**src/rtl/fetch_unit_pkg.sv**
```systemverilog
`default_nettype none
// ============================================================================
// Package     : definitions
// Description : Shared types and constants for the fetch stage: run-state
//               enumeration and the program-specific branch-target table.
// Revision    : 1.0 - initial release
// ============================================================================
package definitions;

    typedef enum logic [1:0] {
        IDLE = 2'd0,
        RUN  = 2'd1,
        DONE = 2'd2
    } fetch_state_t;

    localparam int BR_LUT_DEPTH = 32;
    // Native width of the table entries; callers resize to their own PC width.
    localparam int LUT_ADDR_W   = 10;

    // Absolute redirect addresses for the current program image.
    function automatic logic [LUT_ADDR_W-1:0] branch_lut(input logic [4:0] idx);
        logic [LUT_ADDR_W-1:0] addr;
        case (idx)
            5'd0:  addr = 10'h040;
            5'd1:  addr = 10'h080;
            5'd2:  addr = 10'h0C0;
            5'd3:  addr = 10'h120;
            5'd4:  addr = 10'h3FC;
            5'd5:  addr = 10'h010;
            5'd6:  addr = 10'h020;
            5'd7:  addr = 10'h200;
            5'd8:  addr = 10'h1F0;
            5'd9:  addr = 10'h0F8;
            5'd10: addr = 10'h155;
            5'd11: addr = 10'h2AA;
            5'd12: addr = 10'h3FF;
            5'd13: addr = 10'h100;
            5'd14: addr = 10'h180;
            5'd15: addr = 10'h1C0;
            5'd16: addr = 10'h0A0;
            5'd17: addr = 10'h0B4;
            5'd18: addr = 10'h0C8;
            5'd19: addr = 10'h0DC;
            5'd20: addr = 10'h250;
            5'd21: addr = 10'h264;
            5'd22: addr = 10'h278;
            5'd23: addr = 10'h28C;
            5'd24: addr = 10'h300;
            5'd25: addr = 10'h314;
            5'd26: addr = 10'h328;
            5'd27: addr = 10'h33C;
            5'd28: addr = 10'h005;
            5'd29: addr = 10'h00A;
            5'd30: addr = 10'h3F0;
            default: addr = 10'h3E0;
        endcase
        return addr;
    endfunction

endpackage : definitions
`default_nettype wire

```
**src/rtl/fetch_unit_branch_lut_rom.sv**
```systemverilog
`default_nettype none
// ============================================================================
// Module      : branch_lut_rom
// Description : Combinational 32-entry branch-target lookup.
//   idx  (in,  5)    : table index, taken from Target[4:0]
//   addr (out, PC_W) : absolute redirect address
// Revision    : 1.0 - initial release
// ============================================================================
module branch_lut_rom
    import definitions::*;
#(
    parameter int PC_W = 10
) (
    input  logic [4:0]      idx,
    output logic [PC_W-1:0] addr
);

    // Table entries are LUT_ADDR_W wide; fit them to this PC width.
    assign addr = PC_W'(branch_lut(idx));

endmodule : branch_lut_rom
`default_nettype wire

```
**src/rtl/fetch_unit.sv**
```systemverilog
`default_nettype none
// ============================================================================
// Module      : fetch_unit
// Description : Program counter / fetch stage with IDLE-RUN-DONE run control,
//               table-driven redirects and saturating benchmark counters.
//   CLK, RST (async, active-low)
//   Start, Halt, branch_en, jump_en, Target[8:0], program_done : control in
//   PC[PC_W-1:0]  : registered instruction ROM address
//   Busy / Done   : state RUN / state DONE
//   cycle_count, instr_count [CNT_W-1:0] : saturating performance counters
// Revision    : 1.0 - initial release
// ============================================================================
module fetch_unit
    import definitions::*;
#(
    parameter int              PC_W       = 10,
    parameter logic [PC_W-1:0] START_ADDR = '0,
    parameter int              CNT_W      = 16
) (
    input  logic              CLK,
    input  logic              RST,
    input  logic              Start,
    input  logic              Halt,
    input  logic              branch_en,
    input  logic              jump_en,
    input  logic [8:0]        Target,
    input  logic              program_done,
    output logic [PC_W-1:0]   PC,
    output logic              Busy,
    output logic              Done,
    output logic [CNT_W-1:0]  cycle_count,
    output logic [CNT_W-1:0]  instr_count
);

    fetch_state_t     state;
    logic [PC_W-1:0]  lut_addr;
    logic [CNT_W-1:0] cycle_inc;
    logic [CNT_W-1:0] instr_inc;
    logic             unused_target;

    // Only the low five selector bits address the table.
    assign unused_target = ^Target[8:5];

    branch_lut_rom #(
        .PC_W (PC_W)
    ) u_branch_lut_rom (
        .idx  (Target[4:0]),
        .addr (lut_addr)
    );

    // Saturating increments: hold at all-ones instead of wrapping.
    assign cycle_inc = (cycle_count == {CNT_W{1'b1}}) ? cycle_count : cycle_count + CNT_W'(1);
    assign instr_inc = (instr_count == {CNT_W{1'b1}}) ? instr_count : instr_count + CNT_W'(1);

    assign Busy = (state == RUN);
    assign Done = (state == DONE);

    always_ff @(posedge CLK or negedge RST) begin
        if (!RST) begin
            state       <= IDLE;
            PC          <= START_ADDR;
            cycle_count <= '0;
            instr_count <= '0;
        end else begin
            case (state)
                IDLE: begin
                    PC <= START_ADDR;
                    if (Start) begin
                        state       <= RUN;
                        cycle_count <= '0;
                        instr_count <= '0;
                    end
                end
                RUN: begin
                    if (Start) begin
                        // Restart cycle is not itself counted.
                        PC          <= START_ADDR;
                        cycle_count <= '0;
                        instr_count <= '0;
                    end else begin
                        cycle_count <= cycle_inc;
                        if (program_done) begin
                            state <= DONE;
                        end else if (jump_en || branch_en) begin
                            // Both redirects share the table, so jump/branch
                            // priority has no visible effect; Halt is ignored.
                            PC          <= lut_addr;
                            instr_count <= instr_inc;
                        end else if (!Halt) begin
                            PC          <= PC + PC_W'(1);
                            instr_count <= instr_inc;
                        end
                    end
                end
                DONE: begin
                    if (Start) begin
                        state       <= RUN;
                        PC          <= START_ADDR;
                        cycle_count <= '0;
                        instr_count <= '0;
                    end
                end
                default: begin
                    state <= IDLE;
                    PC    <= START_ADDR;
                end
            endcase
        end
    end

endmodule : fetch_unit
`default_nettype wire
```
**config.mk**
```make
export PLATFORM = sky130hd
export DESIGN_NAME = fetch_unit
export DESIGN_NICKNAME = d
export VERILOG_FILES = /design/src/rtl/fetch_unit_pkg.sv /design/src/rtl/fetch_unit_branch_lut_rom.sv /design/src/rtl/fetch_unit.sv
export SDC_FILE = /design/constraint.sdc
export NUM_CORES = 1
export LEC_CHECK = 0
export CAP_MARGIN = 25
export CORE_ASPECT_RATIO = 1.2
export CORE_MARGIN = 8
export CORE_UTILIZATION = 47
export CTS_CLUSTER_SIZE = 40
export DETAILED_ROUTE_END_ITERATION = 6
export GPL_TIMING_DRIVEN = 0
export PLACE_DENSITY = 0.77
export SETUP_SLACK_MARGIN = 0.2
export SLEW_MARGIN = 5
export SYNTH_ARGS = -nofsm -noshare
export SYNTH_HDL_FRONTEND = slang
export SYNTH_SLANG_ARGS = --single-unit
```
**constraint.sdc**
```tcl
create_clock -name CLK -period 2.04 [get_ports CLK]
set_input_delay 0.612 -clock CLK [delete_from_list [all_inputs] [get_ports CLK]]
set_output_delay 0.612 -clock CLK [all_outputs]
set_load 0.02 [all_outputs]
```
==> qor.yml <==
rr_startpoint: "state[0]$_DFFE_PN0P_"
finish.utilization_pct: 71.0
timing.final.crit_share_pct: 98.7
synth_flop_cell: "dfrtp_1"
start_kind: "flop"
hpwl_um: 6540
cp_top_family: "simple AND/OR/NAND/NOR gates"
ctsHoldBuffers: 0
grt_pass1_wl_um: 15300
syn_inst: 369
globalRouteTotalUtil_pct: 20.1
drc_errors: 0
n_antenna_cell: 0
synth_fp_nets: 395
final_nets: 504
endpoint_kind: "flop"
design_area_um2: 4520
synth_edf_count: 0
grt_overflow: 0
finalWeightedCongestion: 0.936
tightestPinTransition_ns: 0.481
final_common_cell: "dlygate4sd2_1"
wl_per_cell_um: 18.3
critical_path.max_fanout: 5
synth_warnings: 0
synth.distinct_cells: 63
grt_pass1_vias: 3355
crit_top_cell: "buf_6"
ys_seq_area_share_pct: 36.1
layout_common_cells: "dlygate4sd2_1, buf_4, nand2_1"
status: "complete, no violations"
vias: 3539
slew_headroom_pct: 67.7
worstSetupPathType: "flop to flop"
p_per_area_nw_per_um2: 467
endpoint: "instr_count[9]$_DFFE_PN0P_"
power_mw: 2.11
start_util_pct: 48.0
clock_latency_ns: 0.30
r2r_cells: 7
finalSetupViolCount: 0
critPathArrivalTime_ns: 2.25
slowest_delay_ns: 0.48
drtPass1Iterations: 5
report.final.slew_viol_count: 0
cp.required_ns: 2.28
clk_pin_slew_ns: 0.09
dieArea_um2: 9340
dpl-instance-area_um2: 3830
cp_slowest_cell: "or4_4"
syn-cell-area_um2: 3050
fmax_mhz: 497
htree_levels: 2
rows: 32
hp-class: "primary input to async pin"
syn2layout_area_growth_pct: 48.2
timing.rr.end: "instr_count[9]$_DFFE_PN0P_"
die_x_um: 89.6
core_um2: 6370
synth-seq-cells: 44
syn_avg_cell_area_um2: 8.27
grt_max_degree: 36
post-route-min-period_ns: 2.01
port_buffers: 54
finalWirelength_um: 10300
cts.sinks: 44
vias_per_cell: 6.27
num_io_pins: 60
cts_buffers: 5
rsz0062_at_grt: "yes"
skew_ns: 0.00807
antenna_found_initial: 0
path_cells: "buf_6 -> nor2b_4 -> o21ai_2 -> or3_4 -> buf_6 -> or4_4 -> a21oi_2"
drive_gt1_share_pct: 32.6
crit_cells: 7
r2r_setup_slack_ns: 0.03
hold_viol: 0
cts_max_path_buffers: 2
drt_iter0_drc: 247
hold-worst-slack_ns: 0.163
ant_nets: 0
p_leak_nw: 2.08
cp_num_buf_inv: 2
cts_tree: "done"
die_h_um: 104
vdd_drop_max_v: 0.000308
max-cap-violations: 0
crit_path_start: "state[0]$_DFFE_PN0P_"
ys_async_sr_fraction_pct: 100
cts_root_buf: "clkbuf_8"
-- through the flow --
stage	instances	setup TNS, ns	setup slack, ns
after floorplan	369	0	0.105
after global placement	508	-60.99	-1.04
after detailed placement	509	-21.88	-0.804
after CTS	543	0	0.0962
after global routing	564	-0.00794	-0.00533
final	564	0	0.0265
-- area by class of cell --
type / instances / area (um2)
multi-input cells: 290 / 2140
fillers: 483 / 1840
flip-flops and latches: 44 / 1120
repair buffers: 101 / 855
plain buffers: 18 / 153
well taps: 85 / 106
clock buffers: 7 / 76.3
inverters: 18 / 75.1
clock inverters: 1 / 5.00
-- power by group --
group	leakage, nW	switching [mW]	internal [mW]
logic	1.45	0.349	0.271
registers	0.586	0.0435	0.904
clock network	0.0422	0.305	0.241
total	2.08	0.697	1.42
-- cell families (layout without fill, tap and decap cells) --
logic type               after synthesis  count (layout)  synth area share [%]
AND/OR/NAND/NOR                      154             154                  26.6
AO/OA/AOI/OAI                        113             114                  25.0
flip-flops                            44              44                  36.1
buffers and inverters                 36             145                  4.55
adder cells (fa/ha/maj)               10              10                  4.10
XOR/XNOR                               7               7                  2.01
multiplexers                           5               5                  1.72
-- flip-flops by register name (all words and copies together) (netlist names) --
register	flops
PC	10
cycle_count	16
instr_count	16
state	2
-- cells in the mapped netlist (2+ instances only) --
master	count	area, um2
dfrtp_1	44	1100
nand2_1	36	135
a21oi_1	27	135
nor2_1	27	101
o21ai_0	20	100
inv_1	17	63.8
clkbuf_1	15	56.3
nand3_1	15	75.1
nor3_1	11	55.1
ha_1	10	125
a31oi_1	8	50.1
and3_1	8	50.1
nand2b_1	8	50.1
nand4_1	8	50.1
o31ai_1	8	60.1
nor2b_1	6	37.5
nor4_1	6	37.5
or4_1	6	45.0
a2111oi_0	5	43.8
a211oi_1	4	30.0
a21o_1	4	30.0
or2_2	4	25.0
or3_1	4	25.0
xnor2_1	4	35.0
and4_1	3	26.3
buf_2	3	15.0
mux2i_1	3	30.0
nor3b_1	3	22.5
o2111ai_1	3	26.3
o211ai_1	3	22.5
o22ai_1	3	18.8
xor2_1	3	26.3
a311oi_1	2	17.5
a31o_2	2	17.5
a41o_1	2	20.0
mux2_2	2	22.5
nand3b_1	2	15.0
o21a_1	2	15.0
o21bai_1	2	15.0
o311ai_0	2	17.5
o31a_1	2	17.5
-- worst min path at each step --
stage	startpoint	to	slack, ns	depth (start not counted)
final	RST	cycle_count[15]$_DFFE_PN0P_	0.16	1
after global routing	RST	cycle_count[15]$_DFFE_PN0P_	0.18	1
after CTS	RST	cycle_count[15]$_DFFE_PN0P_	0.17	1
after detailed placement	RST	cycle_count[15]$_DFFE_PN0P_	0.50	1
after global placement	cycle_count[6]$_DFFE_PN0P_	cycle_count[6]$_DFFE_PN0P_	0.50	1
after floorplan	RST	PC[0]$_DFFE_PN0P_	0.32	0
-- metal layers --
layer  global-route usage, %  wire length, um
met5                       0                0
met2                    36.1             5410
met4                    9.77              298
met3                    3.40              672
met1                    21.5             3940
-- repair_timing --
item | 4_1_cts | 5_1_grt
gates resized for setup | 128 | 50
pin swaps | 11 | 17
setup endpoints to repair | 82 | 31
cloned | 1 | 1
setup buffers | 25 | 20
No activity file was read; power rests on OpenSTA's default activity.
